**src/rtl/cmac_pkg.sv**
```systemverilog
// Shared constants and types for the complex MAC feeder.
// The MAC stage uses the same latency default.
package cmac_pkg;

  localparam int GROUP_SIZE = 4;
  localparam int PAIR_W = $clog2(GROUP_SIZE);
  localparam int MAC_LATENCY_DEFAULT = 6;

  typedef enum logic [2:0] {
    ST_IDLE,
    ST_INIT,
    ST_FEED,
    ST_GAP,
    ST_DRAIN,
    ST_DONE
  } state_e;

endpackage

```
**src/rtl/cmac_group_feeder_if.sv**
```systemverilog
// Operand-pair stream into the feeder.
// Valid/ready handshake, four signed operands per beat.
interface cmac_group_feeder_if #(
  parameter int N = 16
);

  logic                s_valid;
  logic                s_ready;
  logic signed [N-1:0] s_ar;
  logic signed [N-1:0] s_ai;
  logic signed [N-1:0] s_br;
  logic signed [N-1:0] s_bi;

  modport master (
    output s_valid,
    output s_ar,
    output s_ai,
    output s_br,
    output s_bi,
    input  s_ready
  );

  modport slave (
    input  s_valid,
    input  s_ar,
    input  s_ai,
    input  s_br,
    input  s_bi,
    output s_ready
  );

endinterface

```
**src/rtl/cmac_delay_line.sv**
```systemverilog
// 1-bit shift register of DEPTH stages.
// Output is the input delayed by exactly DEPTH cycles.
module cmac_delay_line #(
  parameter int DEPTH = 7
) (
  input  logic clk,
  input  logic rst,
  input  logic din,
  output logic dout
);

  logic [DEPTH-1:0] sr_d;
  logic [DEPTH-1:0] sr_q;

  // shift one stage per cycle
  always_comb begin
    sr_d = {sr_q[DEPTH-2:0], din};
  end

  // stage registers, cleared on reset
  always_ff @(posedge clk or negedge rst) begin
    if (!rst) begin
      sr_q <= '0;
    end else begin
      sr_q <= sr_d;
    end
  end

  assign dout = sr_q[DEPTH-1];

endmodule

```
**src/rtl/cmac_group_feeder.sv**
```systemverilog
// Issues operand pairs to the complex MAC in groups of four,
// schedules accumulator clears and checks returned results.
module cmac_group_feeder
  import cmac_pkg::*;
#(
  parameter int N           = 16,
  parameter int MAC_LATENCY = MAC_LATENCY_DEFAULT,
  parameter int GRP_W       = 8
) (
  input  logic                clk,
  input  logic                rst,
  input  logic                start,
  input  logic [GRP_W-1:0]    n_groups,
  output logic                busy,
  output logic                done,
  output logic                err,
  cmac_group_feeder_if.slave  s,
  output logic                mac_en,
  output logic                mac_clear,
  output logic signed [N-1:0] in_ar,
  output logic signed [N-1:0] in_ai,
  output logic signed [N-1:0] in_br,
  output logic signed [N-1:0] in_bi,
  input  logic                mac_result_valid
);

  state_e state_d, state_q;

  logic busy_d, busy_q;
  logic done_d, done_q;
  logic err_d, err_q;
  logic rdy_d, rdy_q;
  logic en_d, en_q;
  logic last_d, last_q;
  logic iclr_d, iclr_q;

  logic signed [N-1:0] ar_d, ar_q;
  logic signed [N-1:0] ai_d, ai_q;
  logic signed [N-1:0] br_d, br_q;
  logic signed [N-1:0] bi_d, bi_q;

  logic [GRP_W-1:0]  ngrp_d, ngrp_q;
  logic [GRP_W-1:0]  iss_d, iss_q;
  logic [GRP_W-1:0]  ret_d, ret_q;
  logic [PAIR_W-1:0] pair_d, pair_q;

  logic hs;
  logic pair_last;
  logic tap;

  assign hs        = s.s_valid & rdy_q;
  assign pair_last = (pair_q == PAIR_W'(GROUP_SIZE - 1));

  // tag of each group's last mac_en, delayed to the result slot
  cmac_delay_line #(
    .DEPTH (MAC_LATENCY + 1)
  ) u_clr_dl (
    .clk  (clk),
    .rst  (rst),
    .din  (last_q),
    .dout (tap)
  );

  // next-state, handshake capture and result bookkeeping
  always_comb begin
    state_d = state_q;
    busy_d  = busy_q;
    done_d  = 1'b0;
    err_d   = err_q;
    rdy_d   = rdy_q;
    en_d    = 1'b0;
    last_d  = 1'b0;
    iclr_d  = 1'b0;
    ar_d    = ar_q;
    ai_d    = ai_q;
    br_d    = br_q;
    bi_d    = bi_q;
    ngrp_d  = ngrp_q;
    iss_d   = iss_q;
    pair_d  = pair_q;
    ret_d   = ret_q + GRP_W'(tap);

    // a missing or unexpected result both poison the job
    if (tap ^ mac_result_valid) begin
      err_d = 1'b1;
    end

    if (hs) begin
      ar_d   = s.s_ar;
      ai_d   = s.s_ai;
      br_d   = s.s_br;
      bi_d   = s.s_bi;
      en_d   = 1'b1;
      pair_d = pair_q + 1'b1;
      if (pair_last) begin
        last_d = 1'b1;
        pair_d = '0;
        iss_d  = iss_q + 1'b1;
      end
    end

    unique case (state_q)
      ST_IDLE: begin
        if (start) begin
          state_d = ST_INIT;
          busy_d  = 1'b1;
          iclr_d  = 1'b1;
          ngrp_d  = n_groups;
          err_d   = 1'b0;
          iss_d   = '0;
          ret_d   = '0;
          pair_d  = '0;
        end
      end
      ST_INIT: begin
        if (ngrp_q == '0) begin
          state_d = ST_DONE;
          done_d  = 1'b1;
        end else begin
          state_d = ST_FEED;
          rdy_d   = 1'b1;
        end
      end
      ST_FEED: begin
        if (hs && pair_last) begin
          state_d = ST_GAP;
          rdy_d   = 1'b0;
        end
      end
      ST_GAP: begin
        if (iss_q == ngrp_q) begin
          state_d = ST_DRAIN;
        end else begin
          state_d = ST_FEED;
          rdy_d   = 1'b1;
        end
      end
      ST_DRAIN: begin
        if (ret_d == ngrp_q) begin
          state_d = ST_DONE;
          done_d  = 1'b1;
        end
      end
      ST_DONE: begin
        state_d = ST_IDLE;
        busy_d  = 1'b0;
      end
      default: begin
        state_d = ST_IDLE;
        busy_d  = 1'b0;
        rdy_d   = 1'b0;
      end
    endcase
  end

  // state and registered outputs
  always_ff @(posedge clk or negedge rst) begin
    if (!rst) begin
      state_q <= ST_IDLE;
      busy_q  <= 1'b0;
      done_q  <= 1'b0;
      err_q   <= 1'b0;
      rdy_q   <= 1'b0;
      en_q    <= 1'b0;
      last_q  <= 1'b0;
      iclr_q  <= 1'b0;
      ar_q    <= '0;
      ai_q    <= '0;
      br_q    <= '0;
      bi_q    <= '0;
      ngrp_q  <= '0;
      iss_q   <= '0;
      ret_q   <= '0;
      pair_q  <= '0;
    end else begin
      state_q <= state_d;
      busy_q  <= busy_d;
      done_q  <= done_d;
      err_q   <= err_d;
      rdy_q   <= rdy_d;
      en_q    <= en_d;
      last_q  <= last_d;
      iclr_q  <= iclr_d;
      ar_q    <= ar_d;
      ai_q    <= ai_d;
      br_q    <= br_d;
      bi_q    <= bi_d;
      ngrp_q  <= ngrp_d;
      iss_q   <= iss_d;
      ret_q   <= ret_d;
      pair_q  <= pair_d;
    end
  end

  assign busy      = busy_q;
  assign done      = done_q;
  assign err       = err_q;
  assign s.s_ready = rdy_q;
  assign mac_en    = en_q;
  assign mac_clear = iclr_q | tap;
  assign in_ar     = ar_q;
  assign in_ai     = ai_q;
  assign in_br     = br_q;
  assign in_bi     = bi_q;

endmodule

```
**src/flat_wrapper.sv**
```systemverilog
// flat-port wrapper written by rule: the top's interface ports become plain ports
module cmac_group_feeder_flat import cmac_pkg::*;
#(
  parameter int N           = 16,
  parameter int MAC_LATENCY = MAC_LATENCY_DEFAULT,
  parameter int GRP_W       = 8
)
  (clk, rst, start, n_groups, busy, done, err, mac_en, mac_clear, in_ar, in_ai, in_br, in_bi, mac_result_valid, s_s_valid, s_s_ar, s_s_ai, s_s_br, s_s_bi, s_s_ready);
  cmac_group_feeder_if #(.N(N)) s_i ();
  input  logic clk;
  input  logic rst;
  input  logic start;
  input  logic [GRP_W-1:0] n_groups;
  output logic busy;
  output logic done;
  output logic err;
  output logic mac_en;
  output logic mac_clear;
  output logic signed [N-1:0] in_ar;
  output logic signed [N-1:0] in_ai;
  output logic signed [N-1:0] in_br;
  output logic signed [N-1:0] in_bi;
  input  logic mac_result_valid;
  input wire logic [$bits(s_i.s_valid)-1:0] s_s_valid;
  input wire logic [$bits(s_i.s_ar)-1:0] s_s_ar;
  input wire logic [$bits(s_i.s_ai)-1:0] s_s_ai;
  input wire logic [$bits(s_i.s_br)-1:0] s_s_br;
  input wire logic [$bits(s_i.s_bi)-1:0] s_s_bi;
  output wire logic [$bits(s_i.s_ready)-1:0] s_s_ready;
  assign s_i.s_valid = s_s_valid;
  assign s_i.s_ar = s_s_ar;
  assign s_i.s_ai = s_s_ai;
  assign s_i.s_br = s_s_br;
  assign s_i.s_bi = s_s_bi;
  assign s_s_ready = s_i.s_ready;
  cmac_group_feeder #(.N(N), .MAC_LATENCY(MAC_LATENCY), .GRP_W(GRP_W)) u_core (.clk(clk), .rst(rst), .start(start), .n_groups(n_groups), .busy(busy), .done(done), .err(err), .s(s_i), .mac_en(mac_en), .mac_clear(mac_clear), .in_ar(in_ar), .in_ai(in_ai), .in_br(in_br), .in_bi(in_bi), .mac_result_valid(mac_result_valid));
endmodule
```
**config.mk**
```make
export PLATFORM = sky130hd
export DESIGN_NAME = cmac_group_feeder_flat
export DESIGN_NICKNAME = d
export VERILOG_FILES = /design/src/rtl/cmac_pkg.sv /design/src/rtl/cmac_group_feeder_if.sv /design/src/rtl/cmac_delay_line.sv /design/src/rtl/cmac_group_feeder.sv /design/src/flat_wrapper.sv
export SDC_FILE = /design/constraint.sdc
export NUM_CORES = 1
export LEC_CHECK = 0
export ABC_CLOCK_PERIOD_IN_PS = 2400
export BUFFER_PORTS_ARGS = -buffer_cell sky130_fd_sc_hd__buf_2
export CAP_MARGIN = 20
export CORE_ASPECT_RATIO = 0.7
export CORE_MARGIN = 1.5
export CORE_UTILIZATION = 37
export CTS_CLUSTER_SIZE = 16
export DETAILED_ROUTE_END_ITERATION = 6
export SYNTH_ARGS = -nofsm -noshare
export SYNTH_HDL_FRONTEND = slang
export SYNTH_SLANG_ARGS = --single-unit
```
**constraint.sdc**
```tcl
create_clock -name clk -period 2.4 [get_ports clk]
set_clock_uncertainty 0.1 [all_clocks]
set_input_delay 0.48 -clock clk [delete_from_list [all_inputs] [get_ports clk]]
set_output_delay 0.48 -clock clk [all_outputs]
set_load 0.01 [all_outputs]
```
Yosys cells after proc, flatten, opt, wreduce, memory -nomap -nowiden
Cells that the tools add are included.

word-level totals
  ROM bits = 0
  latch bits = 0
  input bits = 77
  output and inout port bits = 70
  flip-flop bits (word level) = 107
  RAM bits = 0
  memories kept = 0

cells by class
  div/mod/pow operators = 0
  multiplexer cells = 33
  shift operators = 0
  magnitude comparators = 0
  add/subtract/negate cells = 3
  $mul = 0
  bitwise operators = 5
  equality and inequality tests = 13
  reductions and logical operators = 9

operator list
  operator                                                               count
  8-bit two-way mux                                                      6
  8-bit equality test                                                    2
  3-bit two-way mux                                                      5
  3-bit one-hot mux with 5 select lines                                  1
  1-bit two-way mux                                                      14
  8-bit by 1-bit adder with 8-bit output                                 1
  8-bit by 1-bit adder with 8-bit output, second input constant          1
  8-bit zero test                                                        1
  2-bit two-way mux                                                      4
  3-bit by 2-bit equality test with 1-bit output, second input constant  2
  3-bit equality test, second input constant                             2
  2-bit != test, second input constant                                   3
  2-bit by 1-bit != test with 1-bit output, second input constant        2
  1-bit one-hot mux with 2 select lines                                  2
  1-bit one-hot mux with 4 select lines                                  1
  2-bit AND reduction                                                    2
  4-bit AND reduction                                                    1
  4-bit OR reduction                                                     1
  3-bit by 1-bit equality test with 1-bit output, second input constant  1
  3-bit zero test                                                        1
  3-bit AND reduction                                                    1
  3-bit OR reduction                                                     1
  2-bit by 1-bit adder with 2-bit output, second input constant          1
  2-bit equality test, second input constant                             1
  5 further kinds                                                        6

Logic depth before layout (Yosys ltp)
Gate-level depths: netlist of the first run.

  depth in word-level cells = 5
  gate-level depth with buffers = 7
  depth with buffers taken out = 7

By module
A second synthesis of the first run with hierarchy kept.

second synthesis, totals
  cell total of the unflattened synthesis = 314
  area total of the unflattened synthesis = 4,345.4 µm²

by module, submodules not included
  module             area each (µm²)  instances  cells each
  cmac_group_feeder  4,170.2          1          307
  cmac_delay_line    175.2            1          7

Worst setup path after synthesis of the first run
OpenSTA, ideal clock, no wires.

  path kind = reg-to-reg
  start point = register u_core.u_clr_dl.sr_q[6]
  end point = register u_core.done_q, in the netlist u_core.done
  buffers on the path = 0
  period minus slack after synthesis = 1,738 ps
  stages on the path, launching flop included = 8
  arrival time = 1,528 ps
  required time = 2,190 ps
  path slack = 662 ps
  cells stage by stage = dfrtp_1 ha_1 ha_1 xnor2_1 xnor2_1 nor4_1 nand4_1 o41ai_1

between the ends
  longest elaborated chain between the ends = 4

ends and longest elaborated chain
  item                                    RTL line                  text
  start: declaration                      cmac_delay_line.sv:13     logic [DEPTH-1:0] sr_q;
  start signal: assignment                cmac_delay_line.sv:25     sr_q <= sr_d;
  8-bit by 1-bit adder with 8-bit output  cmac_group_feeder.sv:81   ret_d = ret_q + GRP_W'(tap);
  8-bit equality test                     cmac_group_feeder.sv:139  if (ret_d == ngrp_q) begin
  1-bit two-way mux                       cmac_group_feeder.sv:139
  1-bit one-hot mux with 2 select lines   cmac_group_feeder.sv:102  unique case (state_q)
  via u_core.done_d                       cmac_group_feeder.sv:30   logic done_d, done_q;
  end signal: assignment                  cmac_group_feeder.sv:178  done_q <= done_d;
  end: declaration                        cmac_group_feeder.sv:30

The timed path passes the listed nets, and every way through them passes these cells.
A chain may end at the register's enable or synchronous reset.

Worst setup path after layout of the first run
Same ends and word-level chain as after synthesis.

==> flow_summary.toml, run 1 <==
[die]
die_w_um = 133
die_h_um = 93.8
start_util_pct = 38.7
ios = 147
core_area_mm2 = 0.0113
rows = 32
die_area_mm2 = 0.0124

[timing]
finalCritPeriodShare_pct = 80.5
slew_headroom_pct = 58.6
setup_viol = 0
setup_tns_ns = 0
fin_ws_ns = 0.468
worstMarginPinSlew_ns = 0.621
max_freq_mhz = 518
period_needed_ns = 1.93
grt_setup_unrepaired = "no"
slew_violations = 0
hold_viol_final = 0

[logic_synthesis]
seq_area_frac_synth_pct = 61.5
synth_fp_nets = 391
synthesis.instances = 310
ys_seq_elements = 107
synth.cell_area_mm2 = 0.00436
synth.distinct_cells = 33
yosys_warnings = 0
synth_area_per_cell_um2 = 14.0

[routing]
via_per_inst = 4.66
first_iter_violations = 83
drtPass1Iterations = 5
routed_wl_mm = 8.83
drc = 0
wl_per_cell_um = 14.3
ant_nets = 0
num_vias = 2886

[place]
place_hpwl_mm = 6.53
port-buffer-count = 146
pre_cts_ws_ns = 0.471
place_area_mm2 = 0.00528
dp_cells = 603
gp_congestion = 0.804

[global_routing]
grt_pass1_wl_mm = 14.6
antenna_found_initial = 0
grt_pass1_vias = 2883
grt_max_degree = 49
grt_usage_pct = 15.1
overflow = 0

[power_and_ir_drop]
p_leak_nw = 2.67
p_per_area_mw_per_mm2 = 1020
power_mw = 5.63
vdd_ir_drop_max_mv = 0.484

[worst_setup_path]
startpoint_type = "flip-flop"
crit_type = "reg2reg"
critPathMaxFanout = 3
reg2reg_slack_ns = 0.47
endpoint_kind = "flip-flop"
critical_path_required_ns = 2.53
critical_path_arrival_ns = 2.06

[cells_and_area]
mostFrequentLayoutCell = "buf_2"
layout_common_cells = "145 x buf_2, 107 x dfrtp_1, 72 x mux2_1"
fin_area_mm2 = 0.00555
final_nets = 542
antenna_cells = 0
final_layout_size_suffix_gt1_share_pct = 37.3
final_cell_count_no_fill = 619
syn_to_final_growth_pct = 27.3

[clocking]
cts_resized = 0
cts_setup_buffers = 0
clockRootBuffer = "clkbuf_16"
cts_num_sinks = 107
cts_tree = "built"
cts_buffers = 9
postCtsHoldBufs = 0
htree_num_levels = 3
clk_path_buf_depth = 2
clk_pin_slew_ns = 0.07
clock_latency_ns = 0.34

[status]
outcome = "finished clean"

[flow_run]
cap_violations = 0

[min_path]
hold_path_class = "in2async"
## metrics by stage
step	util, %	hold slack, ns
2_1_floorplan	-	0.0844
3_3_place_gp	46.9	0.237
3_5_place_dp	46.9	0.236
4_1_cts	49.3	0.0737
5_1_grt	49.3	0.0965
6_report	49.3	0.0472
## worst max-delay path, stage by stage (launching register included)
cell and delay (ns):
dfrtp_1 0.41, ha_1 0.24, ha_1 0.22, xnor2_1 0.24, xnor2_1 0.10, nor4_1 0.29, nand4_1 0.16, o41ai_1 0.09
## metal layers
layer	wire length [um]	vias to the layer above	GRT usage [%]
li1	-	1379	-
met3	683	8	4.75
met4	77	0	4.12
met5	0	-	0
met1	4320	1383	21.1
met2	3750	116	22.8
## registers in the layout (all words and copies together), names as in the netlist
register              cells
u_core.in_ai             16
u_core.in_ar             16
u_core.in_bi             16
u_core.in_br             16
u_core.iss_q              8
u_core.ngrp_q             8
u_core.ret_q              8
u_core.u_clr_dl.sr_q      7
u_core.state_q            3
u_core.pair_q             2
u_core.busy               1
u_core.done               1
u_core.err                1
u_core.iclr_q             1
u_core.last_q             1
u_core.mac_en             1
u_core.s.s_ready          1
## layout make-up
type | count | area, um^2
Fill cell | 994 | 5700
Sequential cell | 107 | 2680
Multi-Input combinational cell | 187 | 1580
Timing Repair Buffer | 153 | 811
Clock buffer | 11 | 233
Tap cell | 153 | 191
Clock inverter | 5 | 38.8
Inverter | 3 | 11.3
## final timing paths
kind	depth (start not counted)	end	from
worst min register to register	0	u_core.u_clr_dl.sr_q[1]$_DFF_PN0_	u_core.u_clr_dl.sr_q[0]$_DFF_PN0_
max in group asynchronous	2	u_core.in_ar[15]$_DFFE_PN0P_	rst
worst max register to register	7	u_core.done$_DFF_PN0_	u_core.u_clr_dl.sr_q[6]$_DFF_PN0_
min in group clk	0	u_core.u_clr_dl.sr_q[1]$_DFF_PN0_	u_core.u_clr_dl.sr_q[0]$_DFF_PN0_
worst max-delay path	7	u_core.done$_DFF_PN0_	u_core.u_clr_dl.sr_q[6]$_DFF_PN0_
worst min-delay path	1	u_core.in_ar[1]$_DFFE_PN0P_	rst
## power by group
part	switching, mW	leakage, nW	internal, mW
clock	0.640	0.130	0.710
combinational	0.760	1.24	0.804
sequential	0.385	1.30	2.33
total	1.79	2.67	3.84
## cell usage after synthesis
| cell type | instances | area, um^2 |
|---|---|---|
| nand3b_1 | 1 | 7.51 |
| nor4_2 | 1 | 12.5 |
| nand2_1 | 14 | 52.6 |
| ha_1 | 4 | 50.1 |
| nand4_1 | 4 | 25.0 |
| a21oi_1 | 7 | 35.0 |
| o21ai_0 | 1 | 5.00 |
| mux2_1 | 72 | 811 |
| and3_1 | 3 | 18.8 |
| nor4_1 | 4 | 25.0 |
| nor2b_1 | 2 | 12.5 |
| o22ai_1 | 1 | 6.26 |
| buf_4 | 7 | 52.6 |
| inv_2 | 2 | 7.51 |
| o41ai_1 | 1 | 8.76 |
| mux2i_1 | 1 | 10.0 |
| nand3_1 | 3 | 15.0 |
| nand4_2 | 1 | 12.5 |
| a22o_1 | 1 | 8.76 |
| a21oi_2 | 1 | 8.76 |
| nor2_1 | 25 | 93.8 |
| buf_2 | 6 | 30.0 |
| inv_1 | 1 | 3.75 |
| or2_2 | 1 | 6.26 |
| o21ai_1 | 1 | 5.00 |
| a21o_1 | 1 | 7.51 |
| xor2_1 | 18 | 158 |
| nor3_1 | 2 | 10.0 |
| xnor2_1 | 13 | 114 |
| a311o_1 | 1 | 10.0 |
| nor3_2 | 1 | 10.0 |
| xnor3_1 | 2 | 45.0 |
| dfrtp_1 | 107 | 2680 |
## cell families (layout without fill, tap and decap cells)
family / count (synthesis) / in the layout / synth area share (%)
flip-flops: 107 / 107 / 61.5
multiplexers: 73 / 73 / 18.8
AND/OR/NAND/NOR: 62 / 62 / 6.92
XOR/XNOR: 33 / 33 / 7.27
buffers and inverters: 16 / 172 / 2.15
AO/OA/AOI/OAI: 15 / 15 / 2.18
adder cells (fa/ha/maj): 4 / 4 / 1.15
No activity file was read; power rests on OpenSTA's default activity.
==> run 2: changes to the inputs <==
--- a/config.mk
+++ b/config.mk
@@ -5,7 +5,8 @@
 export SDC_FILE = /design/constraint.sdc
 export NUM_CORES = 1
 export LEC_CHECK = 0
-export ABC_CLOCK_PERIOD_IN_PS = 2400
+export ABC_AREA = 1
+export ABC_CLOCK_PERIOD_IN_PS = 1900
 export BUFFER_PORTS_ARGS = -buffer_cell sky130_fd_sc_hd__buf_2
 export CAP_MARGIN = 20
 export CORE_ASPECT_RATIO = 0.7
==> constraint.sdc (replaced) <==
create_clock -name clk -period 1.9 [get_ports clk]
set_clock_uncertainty 0.1 [all_clocks]
set_input_delay 0.38 -clock clk [delete_from_list [all_inputs] [get_ports clk]]
set_output_delay 0.38 -clock clk [all_outputs]
set_load 0.01 [all_outputs]
==> run 2 against run 1 <==
Compared with the run above: via count is 32% higher; first-iteration DRC count is 130% higher; hold slack better by 0.077 ns.
==> flow_summary.toml, run 2 <==
[routing]
via_per_inst = 4.53
ant_nets = 0
first_iter_violations = 189
wl_per_cell_um = 12.9
num_vias = 3809
routed_wl_mm = 10.9
drc = 0
drtPass1Iterations = 4

[logic_synthesis]
yosys_warnings = 0
async_reset_ff_share_pct = 100
synth-edff-count = 0
synth_top_area_share_pct = 59.1
synthesis.instances = 529
synth_common_cells = "251 x nand2_1, 107 x dfrtp_1, 34 x inv_1, 21 x nand3_1, 19 x nor2_1"
ys_seq_elements = 107
seq_area_frac_synth_pct = 59.1
post-synth-top-area-cell = "dfrtp_1"
synth_area_per_cell_um2 = 8.57
synth_fp_nets = 610
synth.cell_area_mm2 = 0.00453
synth.distinct_cells = 29
synth_ff_type = "dfrtp_1"
synth_most_common_cell = "nand2_1"
yosys-top-cells-area = "dfrtp_1 59%, nand2_1 21%, inv_1 2.8%"

[die]
start_util_pct = 38.4
ios = 147
core_area_mm2 = 0.0118
die_h_um = 95.6
rows = 33
die_w_um = 135
die_area_mm2 = 0.0129

[place]
dp_cells = 820
port-buffer-count = 146
place_area_mm2 = 0.00546
place_hpwl_mm = 7.74
gp_congestion = 0.825
pre_cts_ws_ns = -0.0868

[global_routing]
grt_pass1_vias = 3673
antenna_found_initial = 0
overflow = 0
grt_max_degree = 68
grt_pass1_wl_mm = 17.5
grt_usage_pct = 17.0

[timing]
hold_viol_final = 0
setup_tns_ns = 0
worstMarginPinSlew_ns = 0.649
finalCritPeriodShare_pct = 94.5
slew_violations = 0
period_needed_ns = 1.80
setup_viol = 0
hold_slack_ns = 0.124
slew_headroom_pct = 56.7
fin_ws_ns = 0.105
max_freq_mhz = 557

[clocking]
cts_num_sinks = 107
clk_path_buf_depth = 2
clockRootBuffer = "clkbuf_16"
htree_num_levels = 3
clk_pin_slew_ns = 0.07
clock_latency_ns = 0.34
cts_tree = "built"
cts_buffers = 9

[cells_and_area]
antenna_cells = 0
mostFrequentLayoutCell = "nand2_1"
final_layout_size_suffix_gt1_share_pct = 30.0
layout_common_cells = "248 x nand2_1, 145 x buf_2, 107 x dfrtp_1"
final_nets = 759
fin_util_pct = 49.2
syn_to_final_growth_pct = 28.2
fin_area_mm2 = 0.00581
fill_cells = 1166
final_cell_count_no_fill = 840

[power_and_ir_drop]
vdd_ir_drop_max_mv = 0.771
p_per_area_mw_per_mm2 = 1440
p_leak_nw = 3.26
power_mw = 8.34

[worst_setup_path]
cpMostUsedCell = "nand2_1"
r2r-start = "u_core.u_clr_dl.sr_q[6]$_DFF_PN0_"
critical_path_required_ns = 2.08
cpMaxStageDelayCell = "dfrtp_1"
critical_path_arrival_ns = 1.97
endpoint_kind = "flip-flop"
ff2ff_path_depth = 11
r2r_end = "u_core.state_q[0]$_DFFE_PN0P_"
crit_chain = "ha_4, ha_4, xnor2_1, nand2_1, nor2_1, nand2_1, nor2_2, nand3_2, nand2_2, nand2_1, nor2_2"
slowest_delay_ns = 0.41
path_buf_inv = 0
critPathMaxFanout = 2
reg2reg_slack_ns = 0.10
startpoint_type = "flip-flop"
critPathTopFamily = "simple AND/OR/NAND/NOR gates"
crit_type = "reg2reg"

[min_path]
min_path_cells = 3
worstHoldStart = "s_s_ar[10]"
hold_end = "u_core.in_ar[10]$_DFFE_PN0P_"
hold_path_class = "in2reg"

[flow_run]
cap_violations = 0

[status]
outcome = "finished clean"
run 2: cell types whose count changed in the layout (fill, tap and decap cells not counted), moves of 7 or more:
| cell | delta |
|---|---|
| inv_1 | +32 |
| mux2_1 | -72 |
| nand2_1 | +234 |
| nand2_2 | +7 |
| nand3_1 | +17 |
| nand3_2 | +7 |
| nor2_2 | +7 |
| o21ai_0 | +16 |
| xnor2_1 | -9 |
| xor2_1 | -17 |
run 2: how the worst max path moves through the flow:
stage                                       from                       endpoint  slack [ns]  cells after the start
2_1_floorplan  u_core.u_clr_dl.sr_q[6]$_DFF_PN0_  u_core.state_q[0]$_DFFE_PN0P_        0.15                     13
6_report       u_core.u_clr_dl.sr_q[6]$_DFF_PN0_  u_core.state_q[0]$_DFFE_PN0P_        0.10                     11
3_3_place_gp   u_core.u_clr_dl.sr_q[6]$_DFF_PN0_  u_core.state_q[0]$_DFFE_PN0P_        0.03                     11
5_1_grt        u_core.u_clr_dl.sr_q[6]$_DFF_PN0_  u_core.state_q[0]$_DFFE_PN0P_     -0.0005                     11
3_5_place_dp   u_core.u_clr_dl.sr_q[6]$_DFF_PN0_  u_core.state_q[0]$_DFFE_PN0P_       -0.09                     13
4_1_cts        u_core.u_clr_dl.sr_q[6]$_DFF_PN0_  u_core.state_q[0]$_DFFE_PN0P_        0.03                     13
run 2: worst min-delay path: stages:
cell and delay [ns]:
buf_2 0.07, nand2_1 0.04, nand2_1 0.04
run 2: logic make-up (layout without fill, tap and decap cells):
| kind of cell | Yosys count | count (layout) | synth area share (%) |
|---|---|---|---|
| AND/OR/NAND/NOR | 323 | 323 | 30.0 |
| flip-flops | 107 | 107 | 59.1 |
| buffers and inverters | 56 | 210 | 4.80 |
| AO/OA/AOI/OAI | 34 | 34 | 4.06 |
| XOR/XNOR | 5 | 5 | 0.966 |
| adder cells (fa/ha/maj) | 4 | 4 | 1.10 |
run 2: cell type report:
cell class                      count  area [um^2]  area share, %
Sequential cell                   107         2680           46.1
Multi-Input combinational cell    366         1680           28.9
Timing Repair Buffer              155          828           14.3
Clock buffer                       10          229           3.94
Tap cell                          157          196           3.38
Inverter                           39          150           2.58
Clock inverter                      6         47.5          0.818
run 2: layer usage:
metal / GRT usage, % / up-vias / part of all wire, %
li1: - / 1924 / -
met1: 23.8 / 1759 / 48
met2: 26.9 / 118 / 46
met3: 4.41 / 8 / 5.9
met4: 3.49 / 0 / 0.73
met5: 0 / - / 0
run 2: repair_timing:
item                                    CTS  global route
setup buffers                             2             1
resized for setup                         2             9
hold endpoints to repair                 25             0
pin swaps                                 1             3
hold buffers                              1             0
endpoints found under the setup margin    2             2
run 2: report_power, final:
group	switching [mW]	internal (mW)	leakage, nW
registers	0.506	3.12	1.37
clock network	0.850	0.904	0.134
logic	1.77	1.20	1.76
total	3.12	5.22	3.26
==> run 3: changes to the inputs <==
--- a/config.mk
+++ b/config.mk
@@ -10,10 +10,12 @@
 export BUFFER_PORTS_ARGS = -buffer_cell sky130_fd_sc_hd__buf_2
 export CAP_MARGIN = 20
 export CORE_ASPECT_RATIO = 0.7
-export CORE_MARGIN = 1.5
+export CORE_MARGIN = 8
 export CORE_UTILIZATION = 37
+export CTS_CLUSTER_DIAMETER = 60
 export CTS_CLUSTER_SIZE = 16
 export DETAILED_ROUTE_END_ITERATION = 6
+export REMOVE_ABC_BUFFERS = 1
 export SYNTH_ARGS = -nofsm -noshare
 export SYNTH_HDL_FRONTEND = slang
 export SYNTH_SLANG_ARGS = --single-unit
==> run 3 against run 2 <==
Compared with the run above: final area increased by 0.39%; combinational power grew 2%; worst setup slack worse by 0.014 ns; die area increased by 25%; power up 1.1%; core utilization is 0.19 points higher; routed wire length grew 6.5%; non-clock buffer count stayed put; first-iteration DRC count decreased by 1.1%; maximum frequency fell by 0.79%; sequential power hardly changed; largest power group unchanged.
==> flow_summary.toml, run 3 (same netlist as run 2, synthesis figures left out) <==
[worst_setup_path]
cpMostUsedCell = "nand2_1"
r2r_end = "u_core.state_q[0]$_DFFE_PN0P_"
ff2ff_path_depth = 11
r2r-start = "u_core.u_clr_dl.sr_q[6]$_DFF_PN0_"
slowest_delay_ns = 0.41
endpoint_kind = "flip-flop"
crit_chain = "ha_4, ha_4, xnor2_2, nand2_1, nor2_2, nand2_1, nor2_2, nand3_2, nand2_1, nand2_1, nor2_2"
cpMaxStageDelayCell = "dfrtp_1"
reg2reg_slack_ns = 0.09
critPathMaxFanout = 2
critical_path_required_ns = 2.07
crit_type = "reg2reg"
startpoint_type = "flip-flop"
critical_path_arrival_ns = 1.98

[timing]
slew_headroom_pct = 56.2
period_needed_ns = 1.81
setup_viol = 0
setup_tns_ns = 0
worstMarginPinSlew_ns = 0.656
hold_viol_final = 0
finalCritPeriodShare_pct = 95.2
grt_setup_unrepaired = "yes"
max_freq_mhz = 553
hold_slack_ns = 0.131
slew_violations = 0

[clocking]
cts_tree = "built"
clock_latency_ns = 0.34
clockRootBuffer = "clkbuf_16"
cts_buffers = 9
cts_num_sinks = 107
clk_path_buf_depth = 2
htree_num_levels = 3
clk_pin_slew_ns = 0.07

[place]
port-buffer-count = 146
place_area_mm2 = 0.00547
place_hpwl_mm = 8.72
dp_cells = 822
gp_congestion = 0.813

[die]
start_util_pct = 38.4
die_w_um = 148
die_h_um = 109
die_area_mm2 = 0.0161
rows = 33
core_area_mm2 = 0.0118
ios = 147

[min_path]
worstHoldStart = "s_s_br[0]"
min_path_cells = 3
hold_end = "u_core.in_br[0]$_DFFE_PN0P_"
hold_path_class = "in2reg"

[cells_and_area]
final_cell_count_no_fill = 840
antenna_cells = 0
fin_area_mm2 = 0.00583
fin_util_pct = 49.4
final_layout_size_suffix_gt1_share_pct = 30.6
layout_common_cells = "248 x nand2_1, 145 x buf_2, 107 x dfrtp_1"
mostFrequentLayoutCell = "nand2_1"
syn_to_final_growth_pct = 28.7
final_nets = 759

[routing]
num_vias = 3884
ant_nets = 0
via_per_inst = 4.62
drc = 0
routed_wl_mm = 11.6
first_iter_violations = 187
wl_per_cell_um = 13.8
drtPass1Iterations = 4

[power_and_ir_drop]
clkPwrFrac_pct = 21.0
seqPwrFrac_pct = 43.0
p_int_mw = 5.25
p_per_area_mw_per_mm2 = 1450
p_sw_mw = 3.19
switching_share_pct = 37.8
p_leak_nw = 3.27
vdd_ir_drop_max_mv = 0.693
p_comb_share_pct = 36.0

[global_routing]
grt_max_degree = 68
overflow = 0
antenna_found_initial = 0
grt_pass1_vias = 3955
grt_usage_pct = 14.9
grt_pass1_wl_mm = 19.3

[flow_run]
cap_violations = 0

[status]
outcome = "finished clean"
[run 3: how the worst max path moves through the flow]
| stage | from | end | cells after the start |
|---|---|---|---|
| 6_report | u_core.u_clr_dl.sr_q[6]$_DFF_PN0_ | u_core.state_q[0]$_DFFE_PN0P_ | 11 |
| 2_1_floorplan | u_core.s.s_ready$_DFFE_PN0P_ | u_core.iss_q[7]$_DFF_PN0_ | 10 |
| 4_1_cts | u_core.u_clr_dl.sr_q[6]$_DFF_PN0_ | u_core.state_q[0]$_DFFE_PN0P_ | 11 |
| 3_5_place_dp | u_core.u_clr_dl.sr_q[6]$_DFF_PN0_ | u_core.state_q[0]$_DFFE_PN0P_ | 13 |
| 3_3_place_gp | u_core.u_clr_dl.sr_q[6]$_DFF_PN0_ | u_core.state_q[0]$_DFFE_PN0P_ | 13 |
| 5_1_grt | u_core.u_clr_dl.sr_q[6]$_DFF_PN0_ | u_core.state_q[0]$_DFFE_PN0P_ | 11 |
[run 3: power by group through the flow]
| stage | sequential (mW) | clock [mW] | combinational (mW) |
|---|---|---|---|
| after global routing | 3.75 | 1.93 | 3.46 |
| after detailed placement | 3.65 | 0 | 3.04 |
| after floorplan | 3.93 | 0 | 1.41 |
| after global placement | 3.63 | 0 | 2.98 |
| final | 3.63 | 1.77 | 3.04 |
| after CTS | 3.62 | 1.83 | 3.06 |
[run 3: layout make-up]
type                            instances  area (um^2)
Fill cell                            1151         5980
Sequential cell                       107         2680
Multi-Input combinational cell        366         1700
Timing Repair Buffer                  155          828
Clock buffer                            9          225
Tap cell                              157          196
Inverter                               39          149
Clock inverter                          7         60.1
[run 3: layer usage]
metal / GRT usage (%) / share of wire, % / vias up
met1: 18.4 / 44 / 1852
li1: - / - / 1926
met5: 0 / 0 / -
met2: 25.4 / 50 / 93
met4: 4.13 / 1.4 / 0
met3: 3.80 / 5.1 / 13
[run 3: per-stage QoR]
stage               power, mW  setup WS (ns)
floorplan                5.34         -0.852
global placement         6.61         0.0499
detailed placement       6.69        -0.0122
CTS                      8.52         0.0347
global route             9.14        -0.0500
finish                   8.44         0.0904
[run 3: worst max-delay path, delay by kind of cell (launching register included)]
kind | cells | cell delay (ns)
flip-flops | 1 | 0.41
AND/OR/NAND/NOR | 8 | 0.68
XOR/XNOR | 1 | 0.10
adder cells (fa/ha/maj) | 2 | 0.45
[run 3: timing repair]
item,4_1_cts,5_1_grt
resized for setup,2,11
buffers inserted,0,1
endpoints found under the setup margin,2,2
pin swaps,0,8
hold buffers,1,0
endpoints found under the hold margin,31,0
